`config.mk`:
```
export PLATFORM = sky130hd
export DESIGN_NAME = button_debounce
export DESIGN_NICKNAME = d
export VERILOG_FILES = /design/src/rtl/button_debounce_pkg.sv /design/src/rtl/button_debounce_ch.sv /design/src/rtl/button_debounce.sv
export SDC_FILE = /design/constraint.sdc
export NUM_CORES = 1
export LEC_CHECK = 0
export CORE_ASPECT_RATIO = 1.4
export CORE_MARGIN = 3
export CORE_UTILIZATION = 45
export DETAILED_ROUTE_END_ITERATION = 8
export SETUP_SLACK_MARGIN = 0.1
export SLEW_MARGIN = 20
export SYNTH_ARGS = -nofsm -noshare
export SYNTH_HDL_FRONTEND = slang
export SYNTH_HIERARCHICAL = 1
export SYNTH_SLANG_ARGS = --single-unit
```
`constraint.sdc`:
```
create_clock -name extra_clk -period 6.62 [get_ports extra_clk]
set_input_delay 1.324 -clock extra_clk [delete_from_list [all_inputs] [get_ports extra_clk]]
set_output_delay 1.324 -clock extra_clk [all_outputs]
set_load 0.02 [all_outputs]
```
`src/rtl/button_debounce_pkg.sv`:
```
// Shared definitions for the pushbutton conditioning block.
package button_debounce_pkg;

  localparam int unsigned CNT_W_DEFAULT = 32;

  typedef enum logic [1:0] {
    RELEASED     = 2'd0,
    PRESS_PEND   = 2'd1,
    PRESSED      = 2'd2,
    RELEASE_PEND = 2'd3
  } deb_state_e;

endpackage

```
`src/rtl/button_debounce_ch.sv`:
```
// One button channel: polarity fix, 2-flop synchronizer, debounce FSM,
// hold counter and registered press/release/long-press pulses.
module button_debounce_ch
  import button_debounce_pkg::*;
#(
  parameter int unsigned ACTIVE_LOW        = 1,
  parameter int unsigned DEBOUNCE_CYCLES   = 250000,
  parameter int unsigned LONG_PRESS_CYCLES = 50000000,
  parameter int unsigned CNT_W             = CNT_W_DEFAULT
) (
  input  logic extra_clk,
  input  logic extra_rst_n,
  input  logic btn_raw,
  output logic btn_level,
  output logic btn_press,
  output logic btn_release,
  output logic btn_long
);

  localparam logic [CNT_W-1:0] DEB_LAST = CNT_W'(DEBOUNCE_CYCLES - 1);
  localparam logic [CNT_W-1:0] HOLD_MAX = CNT_W'(LONG_PRESS_CYCLES);
  localparam logic [CNT_W-1:0] CNT_ONE  = CNT_W'(1);

  logic             pressed_c;
  logic             s1;
  logic             s2;
  deb_state_e       state;
  logic [CNT_W-1:0] deb_cnt;
  logic [CNT_W-1:0] hold_cnt;

  // Normalise to 1 = pressed before the first sync flop.
  assign pressed_c = btn_raw ^ (ACTIVE_LOW != 0);

  always_ff @(posedge extra_clk) begin
    if (!extra_rst_n) begin
      s1          <= 1'b0;
      s2          <= 1'b0;
      state       <= RELEASED;
      deb_cnt     <= '0;
      hold_cnt    <= '0;
      btn_level   <= 1'b0;
      btn_press   <= 1'b0;
      btn_release <= 1'b0;
      btn_long    <= 1'b0;
    end else begin
      s1          <= pressed_c;
      s2          <= s1;
      btn_press   <= 1'b0;
      btn_release <= 1'b0;
      btn_long    <= 1'b0;

      // Hold counter runs across release bounces and saturates, so long fires once per press.
      if (btn_level && (hold_cnt != HOLD_MAX)) begin
        hold_cnt <= hold_cnt + CNT_ONE;
        btn_long <= (hold_cnt == HOLD_MAX - CNT_ONE);
      end

      case (state)
        RELEASED: begin
          if (s2) begin
            state   <= PRESS_PEND;
            deb_cnt <= CNT_ONE;
          end
        end
        PRESS_PEND: begin
          if (!s2) begin
            state   <= RELEASED;
            deb_cnt <= '0;
          end else if (deb_cnt == DEB_LAST) begin
            state     <= PRESSED;
            btn_level <= 1'b1;
            btn_press <= 1'b1;
            hold_cnt  <= '0;
          end else begin
            deb_cnt <= deb_cnt + CNT_ONE;
          end
        end
        PRESSED: begin
          if (!s2) begin
            state   <= RELEASE_PEND;
            deb_cnt <= CNT_ONE;
          end
        end
        RELEASE_PEND: begin
          if (s2) begin
            state <= PRESSED;
          end else if (deb_cnt == DEB_LAST) begin
            state       <= RELEASED;
            btn_level   <= 1'b0;
            btn_release <= 1'b1;
            deb_cnt     <= '0;
          end else begin
            deb_cnt <= deb_cnt + CNT_ONE;
          end
        end
        default: state <= RELEASED;
      endcase
    end
  end

endmodule

```
`src/rtl/button_debounce.sv`:
```
// Multi-channel pushbutton conditioner: one independent debounce channel per pin.
module button_debounce
  import button_debounce_pkg::*;
#(
  parameter int unsigned BTN_NUM           = 1,
  parameter int unsigned ACTIVE_LOW        = 1,
  parameter int unsigned DEBOUNCE_CYCLES   = 250000,
  parameter int unsigned LONG_PRESS_CYCLES = 50000000,
  parameter int unsigned CNT_W             = CNT_W_DEFAULT
) (
  input  logic               extra_clk,
  input  logic               extra_rst_n,
  input  logic [BTN_NUM-1:0] btn_raw,
  output logic [BTN_NUM-1:0] btn_level,
  output logic [BTN_NUM-1:0] btn_press,
  output logic [BTN_NUM-1:0] btn_release,
  output logic [BTN_NUM-1:0] btn_long
);

  if (LONG_PRESS_CYCLES <= DEBOUNCE_CYCLES) begin : g_bad_long
    $error("button_debounce: LONG_PRESS_CYCLES must exceed DEBOUNCE_CYCLES");
  end
  if (DEBOUNCE_CYCLES < 2) begin : g_bad_deb
    $error("button_debounce: DEBOUNCE_CYCLES must be at least 2");
  end

  for (genvar i = 0; i < BTN_NUM; i++) begin : g_ch
    button_debounce_ch #(
      .ACTIVE_LOW        (ACTIVE_LOW),
      .DEBOUNCE_CYCLES   (DEBOUNCE_CYCLES),
      .LONG_PRESS_CYCLES (LONG_PRESS_CYCLES),
      .CNT_W             (CNT_W)
    ) u_ch (
      .extra_clk   (extra_clk),
      .extra_rst_n (extra_rst_n),
      .btn_raw     (btn_raw[i]),
      .btn_level   (btn_level[i]),
      .btn_press   (btn_press[i]),
      .btn_release (btn_release[i]),
      .btn_long    (btn_long[i])
    );
  end

endmodule

```
==> results.md, run 1 <==
- Initial antenna violation count: 0
- Worst Clk Skew: 14.0 ps
- Final HPWL DP: 6430 µm
- Final nets: 462
- Die X: 83.4 µm
- Ports: 7
- # resized after CTS: 0
- Starting density of the core: 0.476
- Clock slew at reported path FFs: 80 ps
- Worst setup margin: 3610 ps
- Max frequency: 333 MHz
- # rows: 38
- Fin Setup TNS: 0 ps
- Synthesized area: 3780 µm²
- Most common cell after layout, fill and taps aside: dfxtp_1
- Die Outline Area: 9540 µm²
- Area grow syn2layout: 7.35%
- Final worst-path cycle share: 0.454
- Ant diodes: 0
- Power per standard cell area: 210 nW/µm²
- Largest net degree at the start of global routing: 33
- Critical path capture point type: flip-flop
- Port Buffers: 6
- Post-DR vias/cell: 6.16
- YS warnings: 6
- Yosys reg bits: 72
- Longest Clk Path Bufs: 2
- Min Tclk post-route: 3010 ps
- Main synth FF type: dfxtp_1
- Final Hold Viols: 0
- Final core occ: 0.511
- Required @ worst endpoint: 6840 ps
- Pre-CTS setup slack: 3620 ps
- Max-cap violations: 0
- Setup Viol. Count Final: 0
- Max_slew headroom: 0.361
- Ys async rst share: 0
- Clk_lat worst skew: 350 ps
- Ratio of cells with drive above 1 in the final layout: 0.0588
- Fin. max-slew vios: 0
- Data arrival time of the critical path: 3230 ps
- Maximum VDD drop: 0.104 mV
- CTS Sinks: 72
- GRT Resource Usage Total: 0.197
- Hold Path Class: flip-flop to flip-flop
- CTS Buf Count: 9
- Vias in the first global route: 3,262
- EDFF count, synth: 0
- Root buffer selected by CTS: clkbuf_8
- Kind of launch point of the worst setup path: flip-flop
- CP Class: flip-flop to flip-flop
- Post-DRT Antenna Nets: 0
- First-pass GRT wire length: 15,300 µm
- RSZ-0062 raised after global routing: no
- Core area: 7940 µm²
- Vias: 3,442
- Crit Path Max Fanout: 32
- Synth Instances: 460
- GPL Wtd Cong: 0.938
- Chip height: 114 µm
- Mean post-synth cell area: 8.21 µm²
- DRC violations left: 0
- Slew of the pin with the lowest slew margin: 958 ps
- Per-cell routed wire length: 16.5 µm
- GRT overflow: 0
- Distinct cells, synth: 52
- CTS tree: done
- Setup Buffers After CTS: 0
- Most frequent cells in the layout: 72 x dfxtp_1, 53 x nor2_1, 34 x nand2_1
- First-pass iteration count of the detailed router: 4
- Syn Nets: 467
- Clock H-tree levels: 3
- WL final: 9250 µm
- Iteration-0 DRC Markers: 100
- Register area share after synthesis: 0.382
- Run status: completed
- Cts hold-fix bufs: 0
- Leakage: 1.21 nW
==> path summary, 6_finish.rpt <==
kind / from / to / slack, ps / cells past startpoint
max reg2reg: g_ch[0].u_ch/deb_cnt[0] / g_ch[0].u_ch/hold_cnt[7] / 3610 / 6
max: g_ch[0].u_ch/deb_cnt[0] / g_ch[0].u_ch/hold_cnt[7] / 3610 / 6
min reg2reg: g_ch[0].u_ch/s1 / g_ch[0].u_ch/s2 / 450 / 1
min: g_ch[0].u_ch/s1 / g_ch[0].u_ch/s2 / 450 / 1
==> cell type report <==
| cell class | count | area [µm²] |
|---|---|---|
| Clock buffer | 10 | 128 |
| Clock inverter | 5 | 82.6 |
| Fill cell | 762 | 3880 |
| Inverter | 12 | 45.0 |
| Multi-Input combinational cell | 353 | 2170 |
| Sequential cell | 72 | 1440 |
| Tap cell | 100 | 125 |
| Timing Repair Buffer | 7 | 67.6 |
==> stage by stage <==
stage | hold WS (ps) | cells | power (mW) | instance area, µm²
finish | 449 | 559 | 0.851 | 4060
global route | 465 | 559 | 0.883 | 4060
CTS | 453 | 559 | 0.863 | 4060
detailed placement | 431 | 544 | 0.482 | 3840
global placement | 414 | 544 | 0.482 | 3840
floorplan | 412 | 460 | 0.474 | 3780
==> synth_stat cells (4+ instances only) <==
library cell  number  area share
a21oi_1           25       0.033
a311oi_1           5       0.012
a31oi_1            4      0.0066
and2_1             6      0.0099
and3_1             8       0.013
and4_1             8       0.019
buf_2              4      0.0053
clkbuf_1          12       0.012
dfxtp_1           72        0.38
ha_1               4       0.013
inv_1             12       0.012
nand2_1           34       0.034
nand3_1           25       0.033
nand4_1           29       0.048
nor2_1            53       0.053
nor3_1            17       0.023
nor4_1            14       0.023
nor4b_1            4      0.0093
o21ai_0           15       0.020
o21ai_1            5      0.0066
o31ai_1            9       0.018
or3_1             11       0.018
or4_1             11       0.022
xnor2_1           23       0.053
xor2_1            14       0.032
==> where the power goes <==
group	leakage (nW)	switching (mW)	internal, mW	total, mW
combinational	0.521	0.0200	0.0102	0.0303
sequential	0.581	0.00592	0.436	0.442
clock	0.106	0.167	0.211	0.378
total	1.21	0.193	0.657	0.851
==> critical path: stages (launching register included) <==
cell	delay, ps
dfxtp_1	450
ha_1	420
nand4b_1	240
or4_4	580
nor3_4	640
a21o_4	450
nor2_1	100
==> registers in the layout (all words and copies together), names as in the netlist, named ones only <==
name,count
g_ch.u_ch/s2,1
g_ch.u_ch/s1,1
g_ch.u_ch/btn_press,1
g_ch.u_ch/btn_long,1
g_ch.u_ch/btn_release,1
g_ch.u_ch/state,1
g_ch.u_ch/deb_cnt,32
g_ch.u_ch/btn_level,1
g_ch.u_ch/hold_cnt,32
==> layer usage <==
layer | wire, µm | up-vias | GRT usage | part of all wire
met5 | 0 | - | 0 | 0
met4 | 131 | 0 | 0.0826 | 0.014
met3 | 231 | 11 | 0.0389 | 0.025
met2 | 4940 | 62 | 0.368 | 0.53
met1 | 3940 | 1683 | 0.217 | 0.43
li1 | - | 1686 | - | -
==> cell families (layout without fill, tap and decap cells) <==
family | count (synthesis) | after routing | share of synthesized area
simple gates | 235 | 235 | 0.343
buf+inv | 35 | 34 | 0.0450
mux | 2 | 2 | 0.00530
xor+xnor | 37 | 37 | 0.0858
compound gates | 75 | 75 | 0.126
fa+ha+maj | 4 | 4 | 0.0132
flops | 72 | 72 | 0.382
Power figures use the tool's default switching activity.
==> inputs of run 2 (changes only) <==
==> constraint.sdc (replaced) <==
create_clock -name extra_clk -period 2.6 [get_ports extra_clk]
set_input_delay 0.52 -clock extra_clk [delete_from_list [all_inputs] [get_ports extra_clk]]
set_output_delay 0.52 -clock extra_clk [all_outputs]
set_load 0.02 [all_outputs]
==> results.md, run 2 (synthesis results as in run 1) <==
- First-pass iteration count of the detailed router: 4 (unchanged)
- Run status: completed (unchanged)
- CP Class: flip-flop to flip-flop (unchanged)
- Required @ worst endpoint: 2830 ps (was 6840 ps)
- Slew of the pin with the lowest slew margin: 609 ps (was 958 ps)
- Ports: 7 (unchanged)
- Max_slew headroom: 0.590 (was 0.361)
- Crit Path Max Fanout: 14 (was 32)
- Clock H-tree levels: 3 (unchanged)
- Port Buffers: 6 (unchanged)
- Clk_lat worst skew: 360 ps (was 350 ps)
- CTS Sinks: 72 (unchanged)
- Fin Setup TNS: 0 ps (unchanged)
- Data arrival time of the critical path: 2590 ps (was 3230 ps)
- Final Hold Viols: 0 (unchanged)
- Hold path start: g_ch[0].u_ch/s1 (unchanged)
- Met1 Routed Length: 4070 µm (was 3940 µm)
- Chip height: 114 µm (unchanged)
- Clock slew at reported path FFs: 70 ps (was 80 ps)
- R2R depth: 5 (was 6)
- Hold Path Class: flip-flop to flip-flop (unchanged)
- GPL Wtd Cong: 0.919 (was 0.938)
- Most common cell after layout, fill and taps aside: dfxtp_1 (unchanged)
- Core area: 7940 µm² (unchanged)
- Longest Clk Path Bufs: 2 (unchanged)
- # resized after CTS: 0 (unchanged)
- Reg2Reg Capture Point: g_ch[0].u_ch/deb_cnt[18] (was g_ch[0].u_ch/hold_cnt[7])
- Ratio of cells with drive above 1 in the final layout: 0.0865 (was 0.0588)
- Root buffer selected by CTS: clkbuf_8 (unchanged)
- Met2 wire len: 4980 µm (was 4940 µm)
- # rows: 38 (unchanged)
- Min Tclk post-route: 2370 ps (was 3010 ps)
- DRC violations left: 0 (unchanged)
- Kind of launch point of the worst setup path: flip-flop (unchanged)
- Max-cap violations: 0 (unchanged)
- Max frequency: 422 MHz (was 333 MHz)
- RSZ-0062 raised after global routing: no (unchanged)
- First-pass GRT wire length: 16,300 µm (was 15,300 µm)
- Worst Clk Skew: 4.81 ps (was 14.0 ps)
- Critical path capture point type: flip-flop (unchanged)
- Max layer used: met4 (unchanged)
- Starting density of the core: 0.476 (unchanged)
- Post-DRT Antenna Nets: 0 (unchanged)
- Largest net degree at the start of global routing: 33 (unchanged)
- Die Outline Area: 9540 µm² (unchanged)
- Pre-CTS setup slack: 256 ps (was 3620 ps)
- Per-cell routed wire length: 16.7 µm (was 16.5 µm)
- Area occupied by multi-input gates: 2170 µm² (unchanged)
- GRT overflow: 0 (unchanged)
- CTS tree: done (unchanged)
- Maximum VDD drop: 0.351 mV (was 0.104 mV)
- Ant diodes: 0 (unchanged)
- Most frequent cells in the layout: 72 x dfxtp_1, 53 x nor2_1, 34 x nand2_1 (unchanged)
- Final nets: 477 (was 462)
- Die X: 83.4 µm (unchanged)
- Total length of routed met3 wires: 245 µm (was 231 µm)
- GRT Resource Usage Total: 0.211 (was 0.197)
- CTS Buf Count: 9 (unchanged)
- FF-to-FF Start: g_ch[0].u_ch/deb_cnt[12] (was g_ch[0].u_ch/deb_cnt[0])
- Fin. max-slew vios: 0 (unchanged)
- Reg2reg setup slack: 230 ps (was 3610 ps)
- Final HPWL DP: 6730 µm (was 6430 µm)
- Iteration-0 DRC Markers: 131 (was 100)
- Post-DR vias/cell: 5.97 (was 6.16)
- Seq. cell area: 1440 µm² (unchanged)
- Final worst-path cycle share: 0.911 (was 0.454)
- Top Registers: g_ch.u_ch/deb_cnt: 32 flops, g_ch.u_ch/hold_cnt: 32 flops (unchanged)
- Vias: 3,428 (was 3,442)
- Setup Buffers After CTS: 0 (unchanged)
- FILL cells: 796 (was 762)
- Setup Viol. Count Final: 0 (unchanged)
- Hold worst-path end: g_ch[0].u_ch/s2 (unchanged)
- Leakage: 1.26 nW (was 1.21 nW)
- WL final: 9570 µm (was 9250 µm)
- Initial antenna violation count: 0 (unchanged)
- Cts hold-fix bufs: 0 (unchanged)
- Worst setup margin: 232 ps (was 3610 ps)
- Vias in the first global route: 3,363 (was 3,262)
- Power per standard cell area: 479 nW/µm² (was 210 nW/µm²)
- Worst hold stages: 1 (unchanged)
- Area grow syn2layout: 9.18% (was 7.35%)
==> run 2: cell count changes in the layout (fill, tap and decap cells not counted) <==
cell and change:
buf_12 +1, buf_4 +14, bufinv_16 -2, clkbuf_1 +1
clkinv_2 +2, clkinv_4 -2, clkinvlp_4 +1
==> run 2: where the power goes <==
part	total (mW)	switching [mW]	internal (mW)	leakage, nW
clock	0.758	0.422	0.337	0.0789
combinational	0.0912	0.0560	0.0351	0.601
sequential	1.12	0.0139	1.11	0.581
==> run 2: worst max path at each step <==
stage                                        start                        to  cells past startpoint
after floorplan            g_ch[0].u_ch/deb_cnt[0]  g_ch[0].u_ch/deb_cnt[23]                      8
after global placement    g_ch[0].u_ch/deb_cnt[29]  g_ch[0].u_ch/deb_cnt[18]                      5
after detailed placement  g_ch[0].u_ch/deb_cnt[28]  g_ch[0].u_ch/deb_cnt[22]                      5
after CTS                 g_ch[0].u_ch/deb_cnt[28]  g_ch[0].u_ch/deb_cnt[18]                      5
after global routing      g_ch[0].u_ch/deb_cnt[28]  g_ch[0].u_ch/deb_cnt[18]                      5
final                     g_ch[0].u_ch/deb_cnt[12]  g_ch[0].u_ch/deb_cnt[18]                      5
==> run 2: layout make-up <==
| class | instances | share of cell area |
|---|---|---|
| repair buffers | 22 | 0.0467 |
| multi-input cells | 353 | 0.525 |
| clock inverters | 4 | 0.00546 |
| well taps | 100 | 0.0303 |
| inverters | 12 | 0.0109 |
| flip-flops and latches | 72 | 0.350 |
| clock buffers | 11 | 0.0319 |
==> run 2: worst max-delay path: stages (launching register included) <==
cell and delay, ps:
dfxtp_1 400, or4b_1 470, or4_4 580, o211a_1 410, a41oi_1 300, a311oi_1 80
==> run 2: metrics by stage <==
step / hold WS [ps] / total power [mW] / instances / area, µm² / util
floorplan: 412 / 1.21 / 460 / 3780 / -
global placement: 439 / 1.24 / 559 / 3970 / 0.500
detailed placement: 426 / 1.24 / 559 / 3970 / 0.500
CTS: 454 / 1.99 / 574 / 4120 / 0.519
global route: 484 / 2.03 / 574 / 4120 / 0.519
finish: 449 / 1.97 / 574 / 4120 / 0.519
==> run 2: metal layers <==
layer | track usage | vias up
met4 | 0.108 | 0
met3 | 0.0310 | 19
li1 | - | 1718
met1 | 0.238 | 1635
met5 | 0 | -
met2 | 0.385 | 56
==> inputs of run 3 (changes only) <==
--- a/config.mk
+++ b/config.mk
@@ -15,3 +15,4 @@
 export SYNTH_HDL_FRONTEND = slang
 export SYNTH_HIERARCHICAL = 1
 export SYNTH_SLANG_ARGS = --single-unit
+export TNS_END_PERCENT = 10
==> results of run 3 <==
The final DEF is identical to that of run 2; final timing and power are the same.
